[src/rtl/delay_timer_arbiter.sv]
// Round-robin arbiter sharing one up-counter as a programmable delay timer among nReq requesters.
// Define DELAY_TIMER_ARB_PERIODIC_EN to let a lone requester re-arm the timer straight from DONE.
module delay_timer_arbiter #(
  parameter int nBits = 27,
  parameter int nReq  = 4
) (
  input  logic                  clk,
  input  logic                  rst,
  input  logic [nReq-1:0]       req,
  input  logic [nReq*nBits-1:0] load_val,
  output logic [nReq-1:0]       gnt,
  output logic [nReq-1:0]       done,
  output logic                  busy,
  output logic [nBits-1:0]      count
);

  localparam int PW = (nReq > 1) ? $clog2(nReq) : 1;

  typedef enum logic [1:0] {
    IDLE = 2'd0,
    RUN  = 2'd1,
    DONE = 2'd2
  } state_e;

  state_e           state_q, state_d;
  logic [nReq-1:0]  gnt_q, gnt_d;
  logic [nReq-1:0]  done_q, done_d;
  logic             busy_q, busy_d;
  logic [nBits-1:0] count_q, count_d;
  logic [nBits-1:0] target_q, target_d;
  logic [PW-1:0]    ptr_q, ptr_d;
  logic [PW-1:0]    win_q, win_d;

  logic             found_s;
  logic [PW-1:0]    pick_s;
  logic [PW-1:0]    idx_s;
  logic [nBits-1:0] pick_val_s;

  function automatic logic [PW-1:0] wrap_inc(input logic [PW-1:0] v);
    if (v == PW'(nReq - 1)) begin
      return '0;
    end else begin
      return v + PW'(1);
    end
  endfunction

  function automatic logic [nReq-1:0] onehot(input logic [PW-1:0] v);
    logic [nReq-1:0] r;
    r    = '0;
    r[v] = 1'b1;
    return r;
  endfunction

  // Rotating priority search: first set request at or above the pointer, wrapping.
  always_comb begin
    found_s = 1'b0;
    pick_s  = ptr_q;
    idx_s   = ptr_q;
    for (int i = 0; i < nReq; i++) begin
      if (!found_s && req[idx_s]) begin
        found_s = 1'b1;
        pick_s  = idx_s;
      end else begin
        found_s = found_s;
      end
      idx_s = wrap_inc(idx_s);
    end
  end

  assign pick_val_s = load_val[int'(pick_s)*nBits +: nBits];

`ifdef DELAY_TIMER_ARB_PERIODIC_EN
  logic             others_s;
  logic [nBits-1:0] win_val_s;

  assign others_s  = |(req & ~onehot(win_q));
  assign win_val_s = load_val[int'(win_q)*nBits +: nBits];
`endif

  // Next-state and next-output logic; abort in RUN has priority over reaching the target.
  always_comb begin
    state_d  = state_q;
    gnt_d    = gnt_q;
    done_d   = '0;
    count_d  = count_q;
    target_d = target_q;
    ptr_d    = ptr_q;
    win_d    = win_q;
    case (state_q)
      IDLE: begin
        if (found_s) begin
          win_d    = pick_s;
          gnt_d    = onehot(pick_s);
          target_d = pick_val_s;
          count_d  = '0;
          ptr_d    = wrap_inc(pick_s);
          if (pick_val_s == '0) begin
            state_d = DONE;
            done_d  = onehot(pick_s);
          end else begin
            state_d = RUN;
          end
        end else begin
          gnt_d = '0;
        end
      end
      RUN: begin
        if (!req[win_q]) begin
          state_d = IDLE;
          gnt_d   = '0;
        end else if (count_q == target_q - nBits'(1)) begin
          state_d = DONE;
          count_d = target_q;
          done_d  = gnt_q;
        end else begin
          count_d = count_q + nBits'(1);
        end
      end
      DONE: begin
`ifdef DELAY_TIMER_ARB_PERIODIC_EN
        if (req[win_q] && !others_s) begin
          target_d = win_val_s;
          count_d  = '0;
          if (win_val_s == '0) begin
            state_d = DONE;
            done_d  = gnt_q;
          end else begin
            state_d = RUN;
          end
        end else begin
          state_d = IDLE;
          gnt_d   = '0;
        end
`else
        state_d = IDLE;
        gnt_d   = '0;
`endif
      end
      default: begin
        state_d = IDLE;
        gnt_d   = '0;
      end
    endcase
    busy_d = (state_d != IDLE);
  end

  // State and output registers with synchronous active-low reset.
  always_ff @(posedge clk) begin
    if (!rst) begin
      state_q  <= IDLE;
      gnt_q    <= '0;
      done_q   <= '0;
      busy_q   <= 1'b0;
      count_q  <= '0;
      target_q <= '0;
      ptr_q    <= '0;
      win_q    <= '0;
    end else begin
      state_q  <= state_d;
      gnt_q    <= gnt_d;
      done_q   <= done_d;
      busy_q   <= busy_d;
      count_q  <= count_d;
      target_q <= target_d;
      ptr_q    <= ptr_d;
      win_q    <= win_d;
    end
  end

  assign gnt   = gnt_q;
  assign done  = done_q;
  assign busy  = busy_q;
  assign count = count_q;

endmodule

[config.mk]
export PLATFORM = sky130hd
export DESIGN_NAME = delay_timer_arbiter
export DESIGN_NICKNAME = d
export VERILOG_FILES = /design/src/rtl/delay_timer_arbiter.sv
export SDC_FILE = /design/constraint.sdc
export NUM_CORES = 1
export LEC_CHECK = 0
export BUFFER_PORTS_ARGS = -buffer_cell sky130_fd_sc_hd__buf_2
export CAP_MARGIN = 20
export CORE_ASPECT_RATIO = 1.25
export CORE_MARGIN = 2
export CORE_UTILIZATION = 55
export DETAILED_ROUTE_END_ITERATION = 10
export PLACE_DENSITY_LB_ADDON = 0.15
export SETUP_SLACK_MARGIN = 0.05
export SLEW_MARGIN = 15
export SYNTH_ARGS = -nofsm -noshare
export SYNTH_HDL_FRONTEND = slang
export SYNTH_SLANG_ARGS = --single-unit
[constraint.sdc]
create_clock -name clk -period 4.3 [get_ports clk]
set_clock_uncertainty 0.2 [all_clocks]
set_input_delay 0.215 -clock clk [delete_from_list [all_inputs] [get_ports clk]]
set_output_delay 0.215 -clock clk [all_outputs]
set_load 0.02 [all_outputs]
* Word-level counts from Yosys, hierarchy flattened
Cells that the tools add are included. Widths: inputs -> output; s select.
Word-level totals: memories 0, word-level logic and storage cells 85, output and inout bits 36, input port bits 114, bits in latches 0, memory bits (read-only) 0, bits in registers 69, bits in writable memories 0
Operators by class: shift-type cells 1, multipliers 1, reductions and logical operators 13, bitwise gates (word level) 0, eq/ne operators 9, $lt $le $gt $ge 7, muxes and demuxes 40, $add $sub $neg 6, div/mod/pow operators 0
Operator list (count):
- $shiftx 108x8->27 | 1
- $mux 27 | 3
- $pmux 27 s2 | 1
- $add 27x1->27 const B | 1
- $eq 27x27->1 | 1
- $logic_not 27->1 | 1
- $sub 27x1->27 const B | 1
- $mux 4 | 6
- $mux 2 | 11
- $lt 2x3->1 const B | 6
- $pmux 4 s2 | 2
- $bmux 1 s2 | 5
- $mux 1 | 10
- $add 2x1->2 const B | 4
- $eq 2x2->1 const B | 4
- $mul 2x5->7 const B | 1
- $ne 2x2->1 const B | 3
- $logic_and 1x1->1 | 4
- $pmux 2 s2 | 1
- $reduce_bool 2->1 | 2
- $logic_not 1->1 | 3
- $reduce_and 3->1 | 1
- $demux 1 s2 | 1
- $eq 2x1->1 const B | 1
- other kinds (3) | 3

* Logic depth before layout (Yosys ltp)
Gate-level depths: netlist (run 1).
depth after elaboration 19, mapped depth 14, mapped depth without buffers 11

* Least setup slack after synthesis (run 1)
Ideal clock, no wire load.
path kind register -> register, start reg target_q[0], end reg count_q[5], in the netlist count[5], arrival time 2701 ps, slack 1279 ps, data required time 3980 ps, setup time 120 ps, clock period less this slack 3021 ps, path buffers 3, stages on the path, launching flop included 15, cells stage by stage dfxtp_1 -> inv_1 -> ha_1 -> clkbuf_1 -> nor2b_1 -> or3_1 -> a31o_2 -> nor2_1 -> nand4_1 -> a2111oi_0 -> and3_1 -> buf_6 -> buf_8 -> nor4_1 -> o31a_1
On the way: cells in the longest elaborated chain, start to end 5
RTL lines:
- start: declaration | line 30 | logic [nBits-1:0] target_q, target_d;
- start signal: assignment | line 164 | target_q <= target_d;
- $sub 27x1->27 | line 111 | end else if (count_q == target_q - nBits'(1)) begin
- $eq 27x27->1 | line 111
- $mux 27 | line 111
- $mux 27 | line 108 | if (!req[win_q]) begin
- $pmux 27 s2 | line 89 | case (state_q)
- end signal: assignment | line 163 | count_q <= count_d;
- end: declaration | line 29 | logic [nBits-1:0] count_q, count_d;
Every way passes these cells. The select of a mux whose other input is x is not followed. A chain may end at the register's enable or synchronous reset.

* Final worst setup path (run 1)
start reg target_q[2], end reg count_q[16], in the netlist count[16]
Same word-level chain as after synthesis.

==> results of run 1 <==
[through the flow]
step | util | setup WS (ps) | power (uW) | std cells
after floorplan | - | 1280 | 3000 | 781
after global placement | 0.633 | 780 | 3560 | 1008
after detailed placement | 0.633 | 688 | 3620 | 1008
after CTS | 0.660 | 663 | 4360 | 1022
after global routing | 0.660 | 405 | 4700 | 1022
final | 0.660 | 602 | 4380 | 1023
[report_power, final]
| part | internal, uW | total, uW | leakage [uW] | switching (uW) |
|---|---|---|---|---|
| clock | 457 | 734 | 0.000136 | 278 |
| combinational | 1060 | 2640 | 0.00233 | 1580 |
| sequential | 775 | 1010 | 0.000564 | 237 |
| total | 2290 | 4380 | 0.00303 | 2090 |
[Yosys cell counts (2+ instances only)]
cell type	n	area, um2
a21boi_0	32	240
or4_1	2	15.0
nor2b_1	11	68.8
and4_1	6	52.6
dfxtp_1	69	1380
a31oi_1	4	25.0
a32oi_1	3	26.3
o32ai_1	2	17.5
nor3b_1	2	15.0
inv_1	15	56.3
nor4_4	2	42.5
o21ai_0	9	45.0
a21oi_1	16	80.1
xor2_1	22	193
o22ai_1	5	31.3
nand2b_1	9	56.3
o21a_1	20	150
or2_2	6	37.5
buf_2	11	55.1
xnor2_1	25	219
nor2_1	33	124
o41ai_1	2	17.5
and3b_1	2	17.5
nand3_1	53	265
buf_6	5	56.3
and3_1	12	75.1
a2bb2oi_1	2	17.5
o311a_1	3	30.0
a211o_1	6	52.6
nor4_1	33	206
ha_1	7	87.6
nand4_1	11	68.8
o21ai_1	2	10.0
nand4_2	2	25.0
or3_1	5	31.3
o31a_1	3	26.3
and4b_1	2	20.0
clkbuf_1	41	154
mux2i_1	69	691
nor3_1	38	190
nand2_1	121	454
a211oi_1	5	37.5
a32o_1	21	210
buf_1	5	18.8
a21boi_1	3	22.5
[how the worst min path moves through the flow]
stage	from	endpoint	slack (ps)	depth (start not counted)
2_1_floorplan	target_q[26]	target_q[26]	270	2
3_3_place_gp	gnt[3]	gnt[3]	270	2
3_5_place_dp	gnt[2]	done[2]	290	2
4_1_cts	load_val[34]	target_q[7]	130	5
5_1_grt	load_val[34]	target_q[7]	180	5
6_report	load_val[34]	target_q[7]	130	5
[layout make-up]
class	count	area, um2	area share
Antenna cell	1	2.50	0.000359
Clock buffer	10	239	0.0343
Clock inverter	4	50.0	0.00718
Inverter	15	56.3	0.00807
Multi-Input combinational cell	632	4230	0.606
Sequential cell	69	1380	0.198
Tap cell	132	165	0.0237
Timing Repair Buffer	160	853	0.122
[registers in the layout, summed over array words and instances (netlist names)]
register  cells
count        27
done          4
ptr_q         2
gnt           4
busy          1
win_q         2
target_q     27
state_q       2
[worst max-delay path, stage by stage, from the launching register on]
cell       delay, ps
dfxtp_1          390
nor4_4           670
nand4_2          240
nor4_1           380
xnor2_1          210
nand4_1          130
a2111oi_0        320
and3_1           370
buf_12           270
nor4_1            80
o31a_1           300
[metal layers]
layer,vias up,part of all wire
li1,3085,-
met1,2924,0.43
met2,293,0.47
met3,41,0.072
met4,0,0.031
met5,-,0
[layout by cell type (no fill, tap or decap), types with 20 or more instances in the layout]
cell      count
nor3_1       38
xor2_1       22
dfxtp_1      69
nand3_1      53
a21boi_0     32
xnor2_1      25
nor4_1       33
mux2i_1      69
nand2_1     121
o21a_1       20
nor2_1       33
a32o_1       21
buf_2       149
[cells by family after synthesis]
| family | after synthesis | share of synthesized area |
|---|---|---|
| AND/OR/NAND/NOR | 357 | 0.306 |
| flip-flops | 69 | 0.232 |
| AO/OA/AOI/OAI | 149 | 0.191 |
| adder cells (fa/ha/maj) | 7 | 0.0147 |
| buffers and inverters | 80 | 0.0618 |
| multiplexers | 71 | 0.122 |
| XOR/XNOR | 48 | 0.0729 |
==> impl_metrics.sql, run 1 <==
INSERT INTO impl_metrics (metric_group, metric, value, unit) VALUES
('outcome', 'result_of_the_run', 'completed', ''),
('synth', 'asyncSetResetFlopFracSynth', '0', ''),
('detailed_routing', 'ant_nets', '0', ''),
('hold_path', 'hold_class', 'primary input to flop', ''),
('synth', 'syn-instance-count', '781', ''),
('floorplan', 'start_util', '0.564', ''),
('placement', 'dpl-instance-area', '0.00668', 'mm2'),
('worst_setup_path', 'worst_ep_required_time', '4330', 'ps'),
('placement', 'gp_congestion', '0.931', ''),
('timing', 'tightest_slew', '673', 'ps'),
('clock_network', 'htreeDepth', '3', ''),
('timing', 'final_cycle_share', '0.860', ''),
('timing', 'achievable-frequency', '0.270', 'GHz'),
('worst_setup_path', 'crit_path_start', 'target_q[2]', ''),
('worst_setup_path', 'worstSetupEndpoint', 'count[16]', ''),
('detailed_routing', 'routed-via-count', '6343', ''),
('worst_setup_path', 'regToRegSetupSlack', '600', 'ps'),
('timing', 'tns', '0', 'ps'),
('clock_network', 'path_clk_slew', '50', 'ps'),
('worst_setup_path', 'setup.worst_path.class', 'flop to flop', ''),
('clock_network', 'holdBufCountCts', '0', ''),
('final_layout', 'n_fill_cell', '923', ''),
('timing', 'setup_viol', '0', ''),
('detailed_routing', 'routed_via_density', '6.20', ''),
('worst_setup_path', 'worst_r2r_path_depth', '10', ''),
('placement', 'place.detailed.hpwl', '13400', 'um'),
('global_routing', 'total_global_route_track_usage', '0.297', ''),
('job', 'maxCapViolCount', '0', ''),
('synth', 'synth.avg_cell_area', '7.63', 'um2'),
('detailed_routing', 'routed_wl', '17700', 'um'),
('final_layout', 'drive_gt1_frac', '0.218', ''),
('worst_setup_path', 'worstPathMaxFanout', '49', ''),
('worst_setup_path', 'worstReg2RegStart', 'target_q[2]', ''),
('power', 'power_density', '629', 'mW/mm2'),
('global_routing', 'antenna_found_initial', '0', ''),
('timing', 'unrepaired_setup_endpoints_after_global_routing', 'false', ''),
('synth', 'synth_nets', '902', ''),
('worst_setup_path', 'crit_path_end_kind', 'flop', ''),
('timing', 'holdWs', '128', 'ps'),
('global_routing', 'gr-usage-met2', '0.493', ''),
('global_routing', 'globalRoute.busiestLayer', 'met2', ''),
('detailed_routing', 'drt_pass1_iterations', '5', ''),
('clock_network', 'number_of_gates_given_a_new_drive_strength_after_cts', '0', ''),
('clock_network', 'cts.sinks', '69', ''),
('global_routing', 'gr-total-overflow', '0', ''),
('global_routing', 'gr-usage-met1', '0.388', ''),
('synth', 'synth_enable_flop_cells', '0', ''),
('timing', 'final_slew_violations', '0', ''),
('final_layout', 'nets', '1008', ''),
('floorplan', 'fp.dieArea', '0.0117', 'mm2'),
('floorplan', 'placeableCoreArea', '0.0106', 'mm2'),
('worst_setup_path', 'endpoint_arrival_time_on_the_critical_path', '3730', 'ps'),
('floorplan', 'die_height', '120', 'um'),
('floorplan', 'floorplan.die.width', '97.1', 'um'),
('synth', 'netlist-cell-type-count', '69', ''),
('synth', 'synth.ff_latch_count', '69', ''),
('floorplan', 'top_ports', '150', ''),
('timing', 'finalHoldViolations', '0', ''),
('clock_network', 'clk_path_buf_depth', '2', ''),
('synth', 'synth_ff_type', 'dfxtp_1', ''),
('final_layout', 'area_delta_synth_final', '17.1', '%'),
('timing', 'slew-limit-headroom', '0.548', ''),
('detailed_routing', 'drtIter0Drc', '385', ''),
('clock_network', 'cts_setup_buffers', '0', ''),
('global_routing', 'grt_start_max_net_pins', '65', ''),
('global_routing', 'vias_in_the_first_global_route', '5835', ''),
('clock_network', 'tritoncts', 'done', ''),
('global_routing', 'groute.layer.met3.usage', '0.0422', ''),
('power', 'total_leakage_power', '0.00303', 'uW'),
('worst_setup_path', 'worstSetupStartpointType', 'flop', ''),
('timing', 'fin_crit', '3700', 'ps'),
('floorplan', 'fp-row-count', '42', ''),
('detailed_routing', 'post-route-drc-count', '0', ''),
('placement', 'buffer_ports.inserted', '149', ''),
('synth', 'synth_sequential_area_ratio', '0.232', ''),
('clock_network', 'insertion_delay', '340', 'ps'),
('synth', 'synth_warnings', '0', ''),
('final_layout', 'fin_area', '0.00697', 'mm2'),
('clock_network', 'number_of_buffers_created_by_cts', '9', ''),
('clock_network', 'clock_tree_root_buffer_cell', 'clkbuf_16', ''),
('worst_setup_path', 'reg2reg_capture_point', 'count[16]', ''),
('detailed_routing', 'drt-wirelength-per-cell', '17.3', 'um'),
('synth', 'synth.cell_area', '0.00596', 'mm2'),
('power', 'irDropWorstVdd', '0.454', 'mV'),
('global_routing', 'grt_first_pass_wirelength', '28700', 'um');
Note: power is estimated with default switching activity, not from simulation.
==> inputs of run 2 (changes only) <==
Settings changed: CORE_UTILIZATION 55 to 40, PLACE_DENSITY from default to 0.74, PLACE_DENSITY_LB_ADDON 0.15 to default.
==> run 2 against run 1 <==
Compared with the run above: the flow now finishes with violations (design-rule violations); clock-buffer cell count rose by 1; fmax increased by 1.1%; first-iteration DRC count decreased by 10%; flip-flop and latch count is the same; final cell count is 4.9% higher; sequential share of layout area shrank 0.35 points.
==> impl_metrics.sql, run 2 (synthesized netlist as in run 1, its figures left out) <==
INSERT INTO impl_metrics (metric_group, metric, value, unit) VALUES
('timing', 'setup_viol', '0', ''),
('timing', 'slew-limit-headroom', '0.574', ''),
('power', 'net-switching-power', '2050', 'uW'),
('timing', 'finalHoldViolations', '0', ''),
('final_layout', 'regArea', '0.00138', 'mm2'),
('timing', 'unrepaired_setup_endpoints_after_global_routing', 'false', ''),
('final_layout', 'multi_input_comb_area', '0.00423', 'mm2'),
('worst_setup_path', 'worstReg2RegStart', 'target_q[2]', ''),
('global_routing', 'grt_first_pass_wirelength', '27800', 'um'),
('clock_network', 'number_of_buffers_created_by_cts', '9', ''),
('global_routing', 'gr-total-overflow', '0', ''),
('power', 'clockPowerShare', '0.183', ''),
('hold_path', 'hold_start', 'load_val[50]', ''),
('clock_network', 'number_of_gates_given_a_new_drive_strength_after_cts', '0', ''),
('detailed_routing', 'post-route-drc-count', '4', ''),
('detailed_routing', 'ant_nets', '0', ''),
('hold_path', 'hold_class', 'primary input to flop', ''),
('worst_setup_path', 'cp_slowest_stage_delay', '640', 'ps'),
('clock_network', 'clk_path_buf_depth', '2', ''),
('timing', 'achievable-frequency', '0.273', 'GHz'),
('clock_network', 'cts_setup_buffers', '0', ''),
('worst_setup_path', 'endpoint_arrival_time_on_the_critical_path', '3680', 'ps'),
('worst_setup_path', 'crit_path_end_kind', 'flop', ''),
('outcome', 'failed_checks', 'design-rule violations', ''),
('timing', 'final_cycle_share', '0.850', ''),
('clock_network', 'path_clk_slew', '60', 'ps'),
('detailed_routing', 'drt_pass1_iterations', '7', ''),
('final_layout', 'commonest_non_fill_non_tap_cell_in_the_layout', 'buf_2', ''),
('final_layout', 'nets', '1011', ''),
('timing', 'tightest_slew', '634', 'ps'),
('global_routing', 'vias_in_the_first_global_route', '5731', ''),
('worst_setup_path', 'worst_r2r_path_depth', '10', ''),
('final_layout', 'antenna_cells', '0', ''),
('timing', 'final_slew_violations', '0', ''),
('final_layout', 'commonest_cells_after_routing_fill_and_taps_aside', 'buf_2, nand2_1, mux2i_1, dfxtp_1, nand3_1', ''),
('floorplan', 'die_height', '140', 'um'),
('placement', 'place.detailed.hpwl', '13100', 'um'),
('global_routing', 'total_global_route_track_usage', '0.210', ''),
('final_layout', 'drive_gt1_frac', '0.223', ''),
('placement', 'gp_congestion', '0.944', ''),
('timing', 'tns', '0', 'ps'),
('detailed_routing', 'routed-via-count', '6140', ''),
('floorplan', 'top_ports', '150', ''),
('final_layout', 'n_fill_cell', '1445', ''),
('floorplan', 'fp-row-count', '49', ''),
('worst_setup_path', 'cp_top_delay_family', 'simple AND/OR/NAND/NOR gates', ''),
('power', 'power_frac_comb', '0.589', ''),
('power', 'switching_share_of_power', '0.462', ''),
('detailed_routing', 'routed_wl', '16900', 'um'),
('worst_setup_path', 'worstSetupStartpointType', 'flop', ''),
('detailed_routing', 'drt-wirelength-per-cell', '15.8', 'um'),
('clock_network', 'insertion_delay', '340', 'ps'),
('global_routing', 'grt_start_max_net_pins', '65', ''),
('floorplan', 'placeableCoreArea', '0.0145', 'mm2'),
('power', 'total_power', '4420', 'uW'),
('clock_network', 'tritoncts', 'done', ''),
('worst_setup_path', 'path_buf_inv', '1', ''),
('detailed_routing', 'routed_via_density', '5.72', ''),
('floorplan', 'fp.dieArea', '0.0159', 'mm2'),
('worst_setup_path', 'setup.worst_path.class', 'flop to flop', ''),
('job', 'maxCapViolCount', '0', ''),
('clock_network', 'clock_tree_root_buffer_cell', 'clkbuf_16', ''),
('worst_setup_path', 'reg2reg_capture_point', 'count[5]', ''),
('floorplan', 'floorplan.die.width', '113', 'um'),
('power', 'irDropWorstVdd', '0.647', 'mV'),
('power', 'power_density', '623', 'mW/mm2'),
('hold_path', 'holdPathStages', '5', ''),
('timing', 'fin_crit', '3660', 'ps'),
('worst_setup_path', 'crit_path_start', 'target_q[2]', ''),
('placement', 'buffer_ports.inserted', '149', ''),
('global_routing', 'antenna_found_initial', '0', ''),
('worst_setup_path', 'worst_ep_required_time', '4320', 'ps'),
('worst_setup_path', 'worstPathMaxFanout', '24', ''),
('hold_path', 'worstHoldEndpoint', 'target_q[23]', ''),
('power', 'power.internal', '2380', 'uW'),
('floorplan', 'start_util', '0.412', ''),
('power', 'seq_power_share', '0.228', ''),
('worst_setup_path', 'crit_chain', 'nor4_4 > nand4_2 > nor4_1 > xnor2_1 > nand4_1 > a2111oi_0 > and3_2 > buf_12 > nor2_1 > o31a_1', ''),
('clock_network', 'htreeDepth', '3', ''),
('worst_setup_path', 'regToRegSetupSlack', '640', 'ps'),
('clock_network', 'holdBufCountCts', '0', ''),
('worst_setup_path', 'timing.critical_path.slowest_stage_cell', 'nor4_4', ''),
('clock_network', 'cts.sinks', '69', ''),
('final_layout', 'area_delta_synth_final', '19.2', '%'),
('outcome', 'result_of_the_run', 'complete, but fails checks', ''),
('detailed_routing', 'drtIter0Drc', '345', ''),
('power', 'total_leakage_power', '0.00306', 'uW');
==> run 2: layout make-up <==
class / count / share of cell area
multi-input cells: 632 / 0.596
well taps: 178 / 0.0314
clock inverters: 5 / 0.0118
flip-flops and latches: 69 / 0.195
inverters: 15 / 0.00793
repair buffers: 163 / 0.124
clock buffers: 11 / 0.0342
==> run 2: worst max-delay path by stage <==
stage	end	slack [ps]	cells past startpoint
final	count[5]	640	10
after global routing	count[5]	390	10
after CTS	count[5]	670	10
after detailed placement	count[5]	670	10
after global placement	count[5]	790	10
after floorplan	count[5]	1280	14
==> run 2: power groups by stage <==
stage / registers, uW / clock network, uW / logic (uW)
after detailed placement: 1020 / 0 / 2590
after global placement: 1010 / 0 / 2560
after CTS: 1000 / 817 / 2600
after global routing: 1030 / 841 / 2900
final: 1010 / 809 / 2610
after floorplan: 935 / 0 / 2070
==> run 2: layer usage <==
layer,vias up,GRT usage,share of wire
met2,227,0.347,0.47
met3,36,0.0216,0.055
met4,0,0.0905,0.031
met5,-,0,0
met1,2792,0.278,0.44
li1,3085,-,-
==> run 2: through the flow <==
step | utilization | hold slack [ps] | cell area [um2] | worst slack [ps] | cells
6_report | 0.490 | 127 | 7100 | 643 | 1073
3_5_place_dp | 0.467 | 275 | 6760 | 672 | 1056
5_1_grt | 0.490 | 174 | 7100 | 389 | 1073
4_1_cts | 0.490 | 132 | 7090 | 670 | 1072
2_1_floorplan | - | 269 | 5960 | 1280 | 781
3_3_place_gp | 0.467 | 266 | 6760 | 786 | 1056
==> run 2: worst reg2reg max path, delay by kind of cell (launching register included) <==
family	cells	cell delay (ps)
simple gates	6	1910
flops	1	390
xor+xnor	1	190
buf+inv	1	220
compound gates	2	630
